**src/rtl/oven_pkg.sv**
```systemverilog
// oven_pkg: shared state encoding, BCD constants and digit helpers for the bake timer
package oven_pkg;
  typedef enum logic [2:0] {
    IDLE    = 3'd0,
    SET     = 3'd1,
    PREHEAT = 3'd2,
    BAKE    = 3'd3,
    DONE    = 3'd4
  } state_t;
  localparam int BCD_W = 4;
  localparam logic [BCD_W-1:0] BCD_MAX_U = 4'd9;
  localparam logic [BCD_W-1:0] BCD_MAX_T = 4'd5;
  localparam logic [7:0] PRESET_MIN = 8'h01;
  localparam logic [7:0] PRESET_MAX = 8'h99;
  typedef struct packed {
    logic [BCD_W-1:0] m1;
    logic [BCD_W-1:0] m0;
    logic [BCD_W-1:0] s1;
    logic [BCD_W-1:0] s0;
  } digits_t;
  // Expand a 2-digit BCD minute preset into mm:00
  function automatic digits_t show_min(input logic [7:0] p);
    return '{m1: p[7:4], m0: p[3:0], s1: '0, s0: '0};
  endfunction
endpackage

```
**src/rtl/btn_debounce.sv**
```systemverilog
// btn_debounce: synchronizes an active-low button and emits one pulse per accepted press
module btn_debounce #(
  parameter int DEBOUNCE_COUNT = 500000
) (
  input  logic clk,
  input  logic rst,
  input  logic btn_n,
  output logic press_pulse
);
  localparam int CW = $clog2(DEBOUNCE_COUNT + 1);
  logic          sync1_q, sync2_q, stable_q, pulse_q;
  logic [CW-1:0] cnt_q;
  // A level differing from the accepted one must persist for the full window before it flips
  always_ff @(posedge clk or posedge rst) begin
    if (rst) begin
      sync1_q  <= 1'b1;
      sync2_q  <= 1'b1;
      stable_q <= 1'b1;
      pulse_q  <= 1'b0;
      cnt_q    <= '0;
    end else begin
      sync1_q <= btn_n;
      sync2_q <= sync1_q;
      pulse_q <= 1'b0;
      if (sync2_q == stable_q) cnt_q <= '0;
      else if (cnt_q == CW'(DEBOUNCE_COUNT - 1)) begin
        cnt_q    <= '0;
        stable_q <= sync2_q;
        pulse_q  <= ~sync2_q;
      end else cnt_q <= cnt_q + CW'(1);
    end
  end
  assign press_pulse = pulse_q;
endmodule

```
**src/rtl/bake_countdown_timer.sv**
```systemverilog
// bake_countdown_timer: preset/preheat/countdown bake timer with BCD mm:ss outputs and alarm
module bake_countdown_timer
  import oven_pkg::*;
#(
  parameter int TICK_COUNT     = 50000000,
  parameter int DEBOUNCE_COUNT = 500000,
  parameter int DEFAULT_MIN    = 30
) (
  input  logic             clk,
  input  logic             rst,
  input  logic             oven_en,
  input  logic             btn_up_n,
  input  logic             btn_dn_n,
  input  logic             btn_start_n,
  input  logic             heat_ready,
  output logic [BCD_W-1:0] m1,
  output logic [BCD_W-1:0] m0,
  output logic [BCD_W-1:0] s1,
  output logic [BCD_W-1:0] s0,
  output logic [2:0]       state_o,
  output logic             running,
  output logic             alarm
);
  localparam int TW = $clog2(TICK_COUNT + 1);
  localparam logic [7:0] PRESET_RST = {4'(DEFAULT_MIN / 10), 4'(DEFAULT_MIN % 10)};
  state_t        state_q, state_d;
  logic [7:0]    pre_q, pre_d;
  digits_t       dig_q, dig_d, dec;
  logic [TW-1:0] tick_q, tick_d;
  logic          up, dn, st, b0, b1, b2;
  btn_debounce #(.DEBOUNCE_COUNT(DEBOUNCE_COUNT)) u_up (.clk(clk), .rst(rst), .btn_n(btn_up_n), .press_pulse(up));
  btn_debounce #(.DEBOUNCE_COUNT(DEBOUNCE_COUNT)) u_dn (.clk(clk), .rst(rst), .btn_n(btn_dn_n), .press_pulse(dn));
  btn_debounce #(.DEBOUNCE_COUNT(DEBOUNCE_COUNT)) u_st (.clk(clk), .rst(rst), .btn_n(btn_start_n), .press_pulse(st));
  assign b0 = dig_q.s0 == '0;
  assign b1 = b0 && dig_q.s1 == '0;
  assign b2 = b1 && dig_q.m0 == '0;
  assign dec.s0 = b0 ? BCD_MAX_U : dig_q.s0 - 4'd1;
  assign dec.s1 = !b0 ? dig_q.s1 : b1 ? BCD_MAX_T : dig_q.s1 - 4'd1;
  assign dec.m0 = !b1 ? dig_q.m0 : b2 ? BCD_MAX_U : dig_q.m0 - 4'd1;
  assign dec.m1 = b2 ? dig_q.m1 - 4'd1 : dig_q.m1;
  // Register state, preset, displayed digits and the one-second prescaler
  always_ff @(posedge clk or posedge rst) begin
    if (rst) begin
      state_q <= IDLE;
      pre_q   <= PRESET_RST;
      dig_q   <= show_min(PRESET_RST);
      tick_q  <= '0;
    end else begin
      state_q <= state_d;
      pre_q   <= pre_d;
      dig_q   <= dig_d;
      tick_q  <= tick_d;
    end
  end
  // Next state, preset edit, digit load/countdown; the prescaler only runs in BAKE
  always_comb begin
    state_d = state_q;
    pre_d   = pre_q;
    dig_d   = dig_q;
    tick_d  = '0;
    if (!oven_en) begin
      state_d = IDLE;
      dig_d   = show_min(pre_q);
    end else begin
      case (state_q)
        IDLE: begin
          state_d = SET;
          dig_d   = show_min(pre_q);
        end
        SET: begin
          if (up && !dn && pre_q != PRESET_MAX)
            pre_d = pre_q[3:0] == BCD_MAX_U ? {pre_q[7:4] + 4'd1, 4'd0} : pre_q + 8'd1;
          else if (dn && !up && pre_q != PRESET_MIN)
            pre_d = pre_q[3:0] == 4'd0 ? {pre_q[7:4] - 4'd1, BCD_MAX_U} : pre_q - 8'd1;
          dig_d = show_min(pre_d);
          if (st) state_d = PREHEAT;
        end
        PREHEAT: begin
          dig_d = show_min(pre_q);
          if (heat_ready) state_d = BAKE;
        end
        BAKE: begin
          if (st) begin
            state_d = SET;
            dig_d   = show_min(pre_q);
          end else if (tick_q == TW'(TICK_COUNT - 1)) begin
            dig_d = dec;
            if (dec == '0) state_d = DONE;
          end else tick_d = tick_q + TW'(1);
        end
        DONE: begin
          dig_d = '0;
          if (st) begin
            state_d = SET;
            dig_d   = show_min(pre_q);
          end
        end
        default: state_d = IDLE;
      endcase
    end
  end
  assign m1      = dig_q.m1;
  assign m0      = dig_q.m0;
  assign s1      = dig_q.s1;
  assign s0      = dig_q.s0;
  assign state_o = state_q;
  assign running = state_q == BAKE;
  assign alarm   = state_q == DONE;
endmodule

```
**config.mk**
```make
export PLATFORM = sky130hd
export DESIGN_NAME = bake_countdown_timer
export DESIGN_NICKNAME = d
export VERILOG_FILES = /design/src/rtl/oven_pkg.sv /design/src/rtl/btn_debounce.sv /design/src/rtl/bake_countdown_timer.sv
export SDC_FILE = /design/constraint.sdc
export NUM_CORES = 1
export LEC_CHECK = 0
export ABC_AREA = 0
export ABC_CLOCK_PERIOD_IN_PS = 3650
export CAP_MARGIN = 15
export CORE_MARGIN = 4
export CORE_UTILIZATION = 55
export DETAILED_ROUTE_END_ITERATION = 10
export MAX_ROUTING_LAYER = met4
export PLACE_DENSITY = 0.76
export SYNTH_ARGS = -nofsm -noshare
export SYNTH_HDL_FRONTEND = slang
export SYNTH_SLANG_ARGS = --single-unit
```
**constraint.sdc**
```tcl
create_clock -name clk -period 3.65 [get_ports clk]
set_clock_uncertainty 0.1 [all_clocks]
set_input_delay 0.5475 -clock clk [delete_from_list [all_inputs] [get_ports clk]]
set_output_delay 0.5475 -clock clk [all_outputs]
set_load 0.05 [all_outputs]
```
# Yosys cells after proc, flatten, opt, wreduce, memory -nomap -nowiden
# Index checks and enable logic that the tools add are counted.
dict set report totals {
  ram_bits 0
  memories 0
  romBits 0
  input_bits 7
  out_inout_bits 21
  latch_bits 0
  wordCells 120
  reg_bits 122
}
dict set report op_classes {
  n_shift 0
  n_lt_le_gt_ge 0
  n_eq_ne 20
  bitwise 6
  add_sub_neg 12
  div_mod_pow 0
  muxes 39
  multipliers 0
  reduce_logical 21
}
# cell n
set op_table {}
lappend op_table {{$mux 19} 6}
lappend op_table {{$mux 26} 4}
lappend op_table {{$mux 16} 4}
lappend op_table {{$pmux 16 s4} 1}
lappend op_table {{$add 19x1->19 const B} 3}
lappend op_table {{$eq 19x19->1 const B} 3}
lappend op_table {{$mux 8} 4}
lappend op_table {{$add 26x1->26 const B} 1}
lappend op_table {{$eq 26x26->1 const B} 1}
lappend op_table {{$mux 4} 6}
lappend op_table {{$mux 3} 7}
lappend op_table {{$sub 4x1->4 const B} 5}
lappend op_table {{$logic_not 16->1} 1}
lappend op_table {{$logic_not 4->1} 4}
lappend op_table {{$pmux 3 s5} 1}
lappend op_table {{$reduce_and 2->1} 5}
lappend op_table {{$add 8x1->8 const B} 1}
lappend op_table {{$ne 4x2->1 const B} 2}
lappend op_table {{$ne 8x1->1 const B} 1}
lappend op_table {{$ne 8x8->1 const B} 1}
lappend op_table {{$sub 8x1->8 const B} 1}
lappend op_table {{$eq 3x2->1 const B} 2}
lappend op_table {{$logic_and 1x1->1} 6}
lappend op_table {{$mux 1} 6}
lappend op_table {{13 further kinds} 22}

# Longest topological paths before layout
# Gate-level depths: netlist (run 1).
dict set report logic_depth {
  depth_word 11
  mapped_depth 9
  depth_no_buf 8
}

# Modules after synthesis
# From an unflattened synthesis (run 1), not the netlist that was laid out.
dict set report hier_totals {
  cells_unflattened 768
  area_unflattened_um2 7257.0
}
# mod instances cells_each seq_area_each_um2 area_per_inst_um2
set by_module_without_submodules {}
lappend by_module_without_submodules {bake_countdown_timer 1 444 1331.3 3784.9}
lappend by_module_without_submodules {btn_debounce 3 108 579.3 1157.4}

# Worst setup path after synthesis (run 1)
# OpenSTA, ideal clock, no wires.
dict set report synth_timing {
  path_kind {reg2out}
  startpoint {register state_q[2] (netlist: state_o[2])}
  endpoint {output port alarm}
  stages_incl_launch_ff 4
  required_time_ns 3.002
  arrival_time_ns 2.042
  path_slack_ns 0.961
  path_buffers 1
  path_cell_list {dfrtp_1 -> clkbuf_1 -> inv_1 -> nor3_1}
}
dict set report synth_between {
  elab_chain_len 1
}
# element line
set synth_lines {}
lappend synth_lines {{start: declaration} bake_countdown_timer.sv:26} ;# state_t state_q, state_d;
lappend synth_lines {{start signal: assignment} bake_countdown_timer.sv:49} ;# state_q <= state_d;
lappend synth_lines {{$eq 3x3->1} bake_countdown_timer.sv:108} ;# assign alarm = state_q == DONE;
lappend synth_lines {{end: declaration} bake_countdown_timer.sv:22} ;# output logic alarm
# Every way passes these cells.

# Worst setup path after layout (run 1)
dict set report layout_timing {
  startpoint {register state_q[0] (netlist: state_o[0])}
  endpoint {output port running}
}
dict set report layout_between {
  elab_chain_len 1
}
# element line
set layout_lines {}
lappend layout_lines {{$eq 3x2->1} bake_countdown_timer.sv:107} ;# assign running = state_q == BAKE;
lappend layout_lines {{end: declaration} bake_countdown_timer.sv:21} ;# output logic running,
# Every way passes these cells.

==> results of run 1 <==
cell families after synthesis:
logic type               count (synthesis)  share of synthesized area, %
AND/OR/NAND/NOR                        365                          27.2
flip-flops                             122                          45.2
AO/OA/AOI/OAI                          100                          9.87
XOR/XNOR                                87                          11.2
buffers and inverters                   53                          3.09
adder cells (fa/ha/maj)                 11                          2.03
multiplexers                             9                          1.40
critical path: cells and delay by family (launching register included):
family,cells,cell delay [ps]
DFF,1,680
buffers and inverters,1,850
and+or+nand+nor,2,470
sequential cells by signal, indices dropped and copies added (netlist names):
register and count:
m0 4, u_up.sync1_q 1, u_st.stable_q 1, u_st.cnt_q 19, u_st.sync1_q 1, u_st.sync2_q 1
u_up.sync2_q 1, u_st.press_pulse 1, u_dn.sync2_q 1, u_dn.press_pulse 1, u_up.stable_q 1, u_dn.sync1_q 1
u_dn.cnt_q 19, pre_q 8, m1 4, s0 4, u_up.cnt_q 19, u_dn.stable_q 1
tick_q 26, s1 4, u_up.press_pulse 1, state_o 3
area by class of cell:
| type | instances | area (µm²) | share of cell area [%] |
|---|---|---|---|
| clock buffer | 25 | 495 | 6.37 |
| clock inverter | 7 | 90.1 | 1.16 |
| inverter | 24 | 93.8 | 1.21 |
| multi-input combinational | 572 | 3520 | 45.2 |
| sequential | 122 | 3070 | 39.4 |
| tap | 168 | 210 | 2.70 |
| timing repair buffer | 32 | 308 | 3.95 |
where the power goes:
part | internal [mW] | leakage (nW) | switching [mW]
Sequential | 1.40 | 1.64 | 0.0907
Combinational | 0.197 | 1.28 | 0.357
Clock | 1.07 | 0.283 | 0.571
per-layer routing:
| metal | GRT usage (%) | up-vias | wire length (µm) |
|---|---|---|---|
| met2 | 33.9 | 217 | 7050 |
| li1 | - | 2648 | - |
| met3 | 4.70 | 31 | 924 |
| met4 | 6.59 | 0 | 244 |
| met1 | 29.5 | 2729 | 6620 |
| met5 | - | - | 0 |
final timing paths:
path	start	endpoint	depth (start not counted)
min in group asynchronous	rst	u_st.cnt_q[13]	3
max in group asynchronous	rst	tick_q[3]	3
worst min-delay path	u_up.sync1_q	u_up.sync2_q	0
worst max register to register	pre_q[0]	m1[2]	6
worst min register to register	u_up.sync1_q	u_up.sync2_q	0
worst max-delay path	state_o[0]	running	3
layout by cell type, fill, tap and decap left out, types with 5 or more instances in the layout:
master,instances
a21o_1,6
a21oi_1,19
a31oi_1,6
and3_1,13
and3b_1,5
and4_1,7
buf_4,5
clkbuf_16,17
clkdlybuf4s50_1,27
dfrtp_1,109
dfstp_2,13
ha_1,11
inv_1,23
mux2i_1,5
nand2_1,54
nand2b_1,13
nand3_1,44
nand4_1,14
nor2_1,131
nor2b_1,11
nor3_1,22
nor4_1,16
nor4b_1,5
o211ai_1,6
o21ai_0,23
or2_2,5
or3_1,5
xnor2_1,44
xor2_1,43
==> summary.txt, run 1 <==
Crit path capture type: output port
Synth top area cells: dfrtp_1 (40%), nor2_1 (7.2%), xnor2_1 (5.7%)
WL final: 14800 µm
Minimum clock period: 3050 ps
P per Cell Area: 474 mW/mm²
Pleak: 3.20 nW
Area leader, netlist: dfrtp_1
Iter 0 DRT Violations: 638
Grt ovf: 0
Critical Setup Path Class: flip-flop to output port
Final setup fails: 0
Pin count of the biggest net entering global routing: 70
Die Ht: 119 µm
Worst reg2reg setup slack: 980 ps
Final Util: 64.5%
Register area share after synthesis: 45.2%
Number of global-route vias before repair: 5311
DPL Wire Length: 9910 µm
Net count, final: 787
Syn Inst Count: 747
Most common cell in the netlist: nor2_1
Worst EP required: 3000 ps
Fillers: 936
Area Growth Syn to Fin: 14.5%
Design area: 0.00778 mm²
Setup ws final: 599 ps
Drt drc: 0
Drt first pass iters: 5
# Max-Cap Violations: 0
GRT Resource Usage Total: 22.0%
Post-synth EDFFs: 0
Max IR drop VDD: 0.000280 V
Crit-path cells: nand2_1 > nor2_1 > clkdlybuf4s50_1
Port Buf Inserts: 27
Cell area after placement: 0.00720 mm²
Diodes inserted: 0
Synthesized net count: 765
Syn Area/Cell: 9.10 µm²
Smallest hold slack: 254 ps
Antenna viol nets, final: 0
Drt wl/cell: 15.6 µm
Final period utilization: 83.6%
DR vias: 5625
Vias per cell: 5.92
Die area: 0.0142 mm²
Clock buffer depth: 2
Gp weighted congestion: 0.876
Asr flop ratio synth: 100%
Placed Instances: 918
Synth top area share: 40.1%
Initial Utilization: 56.3%
Crit start category: flip-flop
Design Power: 3.69 mW
First-pass GRT wire length: 25300 µm
Final setup TNS: 0 ps
Core Area: 0.0121 mm²
# hold bufs at CTS: 0
Top FF cell, synth: dfrtp_1
CTS Root Cell: clkbuf_16
CP arrival: 2400 ps
Initial antenna violation count: 0
Fin. max-slew vios: 0
Clk_lat worst skew: 410 ps
Share of layout cells above drive strength 1: 8.57%
CTS buffer count: 17
Max_slew headroom: 44.6%
Die W: 119 µm
Yosys Warn Count: 0
Final Hold Viols: 0
Top cells by count, synth: nor2_1 (131), dfrtp_1 (109), nand2_1 (54), nand3_1 (44), xnor2_1 (44)
CP max-delay cell: clkdlybuf4s50_1
Worst Hold Class: flip-flop to flip-flop
Worst Path Max Fanout: 17
Setup bufs post-CTS: 0
RSZ-0062 raised after global routing: false
Worst-path clk slew: 50 ps
Pre-CTS setup slack: 837 ps
Rows: 40
Final std cells w/o fill: 950
I/O pins: 28
F_max: 0.328 GHz
Synth unique cells: 62
Crit-path max cell delay: 850 ps
Post-synthesis cell area: 0.00680 mm²
Status: finished clean
Register bit total from synthesis: 122
TritonCTS clock tree: done
PostCTS Resize Cnt: 0
Worst-Margin Slew: 831 ps
Clock sinks: 122
Htree depth: 4
No activity file was read; power rests on OpenSTA's default activity.
==> run 2, diff against run 1 <==
--- a/config.mk
+++ b/config.mk
@@ -6,7 +6,7 @@
 export NUM_CORES = 1
 export LEC_CHECK = 0
 export ABC_AREA = 0
-export ABC_CLOCK_PERIOD_IN_PS = 3650
+export ABC_CLOCK_PERIOD_IN_PS = 2600
 export CAP_MARGIN = 15
 export CORE_MARGIN = 4
 export CORE_UTILIZATION = 55
==> constraint.sdc (replaced) <==
create_clock -name clk -period 2.6 [get_ports clk]
set_clock_uncertainty 0.1 [all_clocks]
set_input_delay 0.39 -clock clk [delete_from_list [all_inputs] [get_ports clk]]
set_output_delay 0.39 -clock clk [all_outputs]
set_load 0.05 [all_outputs]
==> run 2 against run 1 <==
Against the previous run: first-iteration DRC count decreased by 16%; register-to-register slack worse by 860 ps; via count fell by 0.84%; core utilization rose by 1.0 points; design area is 1.6% higher; sequential power rose by 40%; non-clock buffer count rose by 11; clock-buffer cell count decreased by 6; critical endpoint is now state_o[1]; largest power group unchanged.
==> summary.txt, run 2 (same netlist as run 1, synthesis figures left out) <==
Clock sinks: 122 (unchanged)
Largest register FFs: 26 (unchanged)
Peak-usage layer in the global routing report: met2
Vias per cell: 5.80 (-2.0%)
Worst-Margin Slew: 592 ps (-239 ps)
Htree depth: 4 (unchanged)
Drt drc: 0 (unchanged)
DR vias: 5578 (-0.84%)
Fin. max-slew vios: 0 (unchanged)
Commonest non-fill, non-tap cell in the layout: nor2_1
Pre-CTS setup slack: 140 ps (-697 ps)
Diodes inserted: 0 (unchanged)
R2R Path Start: s1[0]
WHS Path Cells: 0 (unchanged)
Max IR drop VDD: 0.000525 V (+88%)
Share of layout cells above drive strength 1: 10.7% (+2.2 points)
Gp weighted congestion: 0.891 (+1.7%)
CP arrival: 2670 ps (+270 ps)
TritonCTS clock tree: done
I/O pins: 28 (unchanged)
F_max: 0.403 GHz
Setup ws final: 121 ps (-478 ps)
Die W: 119 µm (unchanged)
Worst Path Max Fanout: 6 (-11)
Reg2Reg Depth: 8 (+2)
Iter 0 DRT Violations: 536 (-16%)
Die area: 0.0142 mm² (unchanged)
Rows: 40 (unchanged)
Fillers: 979 (+4.6%)
Max_slew headroom: 60.5% (+16 points)
Drt first pass iters: 5 (unchanged)
Net count, final: 798 (+1.4%)
CTS Root Cell: clkbuf_16
Most frequent cells in the layout: nor2_1 (131), dfrtp_1 (109), nand2_1 (54), nand3_1 (44), xnor2_1 (44)
# Max-Cap Violations: 0 (unchanged)
Crit start category: flip-flop
Number of global-route vias before repair: 5604 (+5.5%)
Pleak: 3.29 nW (+2.6%)
GRT Resource Usage Total: 23.1% (+1.1 points)
Reg-to-Reg End: state_o[1]
Met2 Track Usage GR: 36.7% (+2.8 points)
Grt ovf: 0 (unchanged)
Critical Setup Path Class: flip-flop to flip-flop
Area Growth Syn to Fin: 16.3%
Worst Hold Class: flip-flop to flip-flop
Hold EP: u_st.sync2_q
Final Hold Viols: 0 (unchanged)
Minimum clock period: 2480 ps
RSZ-0062 raised after global routing: true
First-pass GRT wire length: 26200 µm (+3.7%)
P per Cell Area: 677 mW/mm² (+43%)
Drt wl/cell: 15.7 µm (+0.47%)
Storage cell area: 0.00307 mm² (unchanged)
GRT met3 Usage: 4.80% (+0.095 points)
Clock buffer depth: 2 (unchanged)
Final period utilization: 95.4%
Initial Utilization: 56.3% (unchanged)
Area of the multi-input gates: 0.00353 mm² (+0.28%)
Smallest hold slack: 254 ps (+0.0950 ps)
Status: finished clean
Biggest register: tick_q
CTS buffer count: 17 (unchanged)
DPL Wire Length: 10400 µm (+5.3%)
Worst-path clk slew: 60 ps (about the same)
Antenna viol nets, final: 0 (unchanged)
HP Start: u_st.sync1_q
Pin count of the biggest net entering global routing: 32 (-54%)
WL final: 15100 µm (+1.6%)
Port Buf Inserts: 27 (unchanged)
Clk_lat worst skew: 420 ps (about the same)
Crit path capture type: flip-flop
Worst reg2reg setup slack: 120 ps (-860 ps)
Met1 global-route usage: 29.1% (-0.37 points)
Final setup fails: 0 (unchanged)
Initial antenna violation count: 0 (unchanged)
Worst EP required: 2790 ps (-210 ps)
Core Area: 0.0121 mm² (unchanged)
Die Ht: 119 µm (unchanged)
[run 2: changes by cell type in the layout (fill, tap and decap cells not counted), sizes merged]
cell	delta
buf	+12
clkbuf	-6
inv	+3
clkdlybuf4s50	-2
bufinv	+1
clkinv	+1
clkinvlp	+1
dlygate4sd2	+1
[run 2: critical path, stage by stage (launching register included)]
cell      delay [ps]
dfrtp_1          440
inv_1            130
ha_1             180
or3b_2           510
nor4_4           260
nor2_2            60
or3_1            370
o221ai_1         190
o21ai_1          100
[run 2: worst max-delay path by stage]
stage	startpoint	endpoint	slack, ps	depth (start not counted)
after global routing	s1[0]	state_o[1]	-10	8
after floorplan	state_o[2]	alarm	70	3
final	s1[0]	state_o[1]	120	8
after detailed placement	tick_q[0]	state_o[1]	140	7
after CTS	tick_q[0]	state_o[1]	80	7
after global placement	tick_q[0]	state_o[1]	170	7
[run 2: report_power, final]
| group | total, mW | internal, mW | switching (mW) |
|---|---|---|---|
| registers | 2.09 | 1.97 | 0.123 |
| clock network | 2.46 | 1.56 | 0.894 |
| logic | 0.805 | 0.293 | 0.512 |
| total | 5.35 | 3.82 | 1.53 |
[run 2: through the flow]
stage	TNS, ps	area [µm²]	cells	utilization, %	total power [mW]
6_report	0	7910	961	65.5	5.35
5_1_grt	-15.5	7910	961	65.5	5.58
4_1_cts	0	7900	961	65.5	5.38
3_5_place_dp	0	7280	929	60.3	2.92
3_3_place_gp	0	7280	929	60.3	2.90
2_1_floorplan	0	6800	747	-	2.67
[run 2: metal layers]
layer  wire length (µm)  vias to the layer above  part of all wire, %
met5                  0                        -                    0
li1                   -                     2672                    -
met2               7240                      163                   48
met1               6840                     2714                   45
met4                340                        0                  2.3
met3                650                       29                  4.3
[run 2: layout make-up]
class | instances | share of cell area [%]
sequential | 122 | 38.8
timing repair buffer | 43 | 4.89
inverter | 24 | 1.19
multi-input combinational | 572 | 44.6
tap | 168 | 2.66
clock buffer | 19 | 5.73
clock inverter | 13 | 2.10
[run 2: what timing repair did]
action                     in CTS  in global routing
hold endpoints to repair        0                  0
setup buffers                   0                  0
setup endpoints to repair       1                  5
resized for setup               1                  2
hold buffers                    0                  0
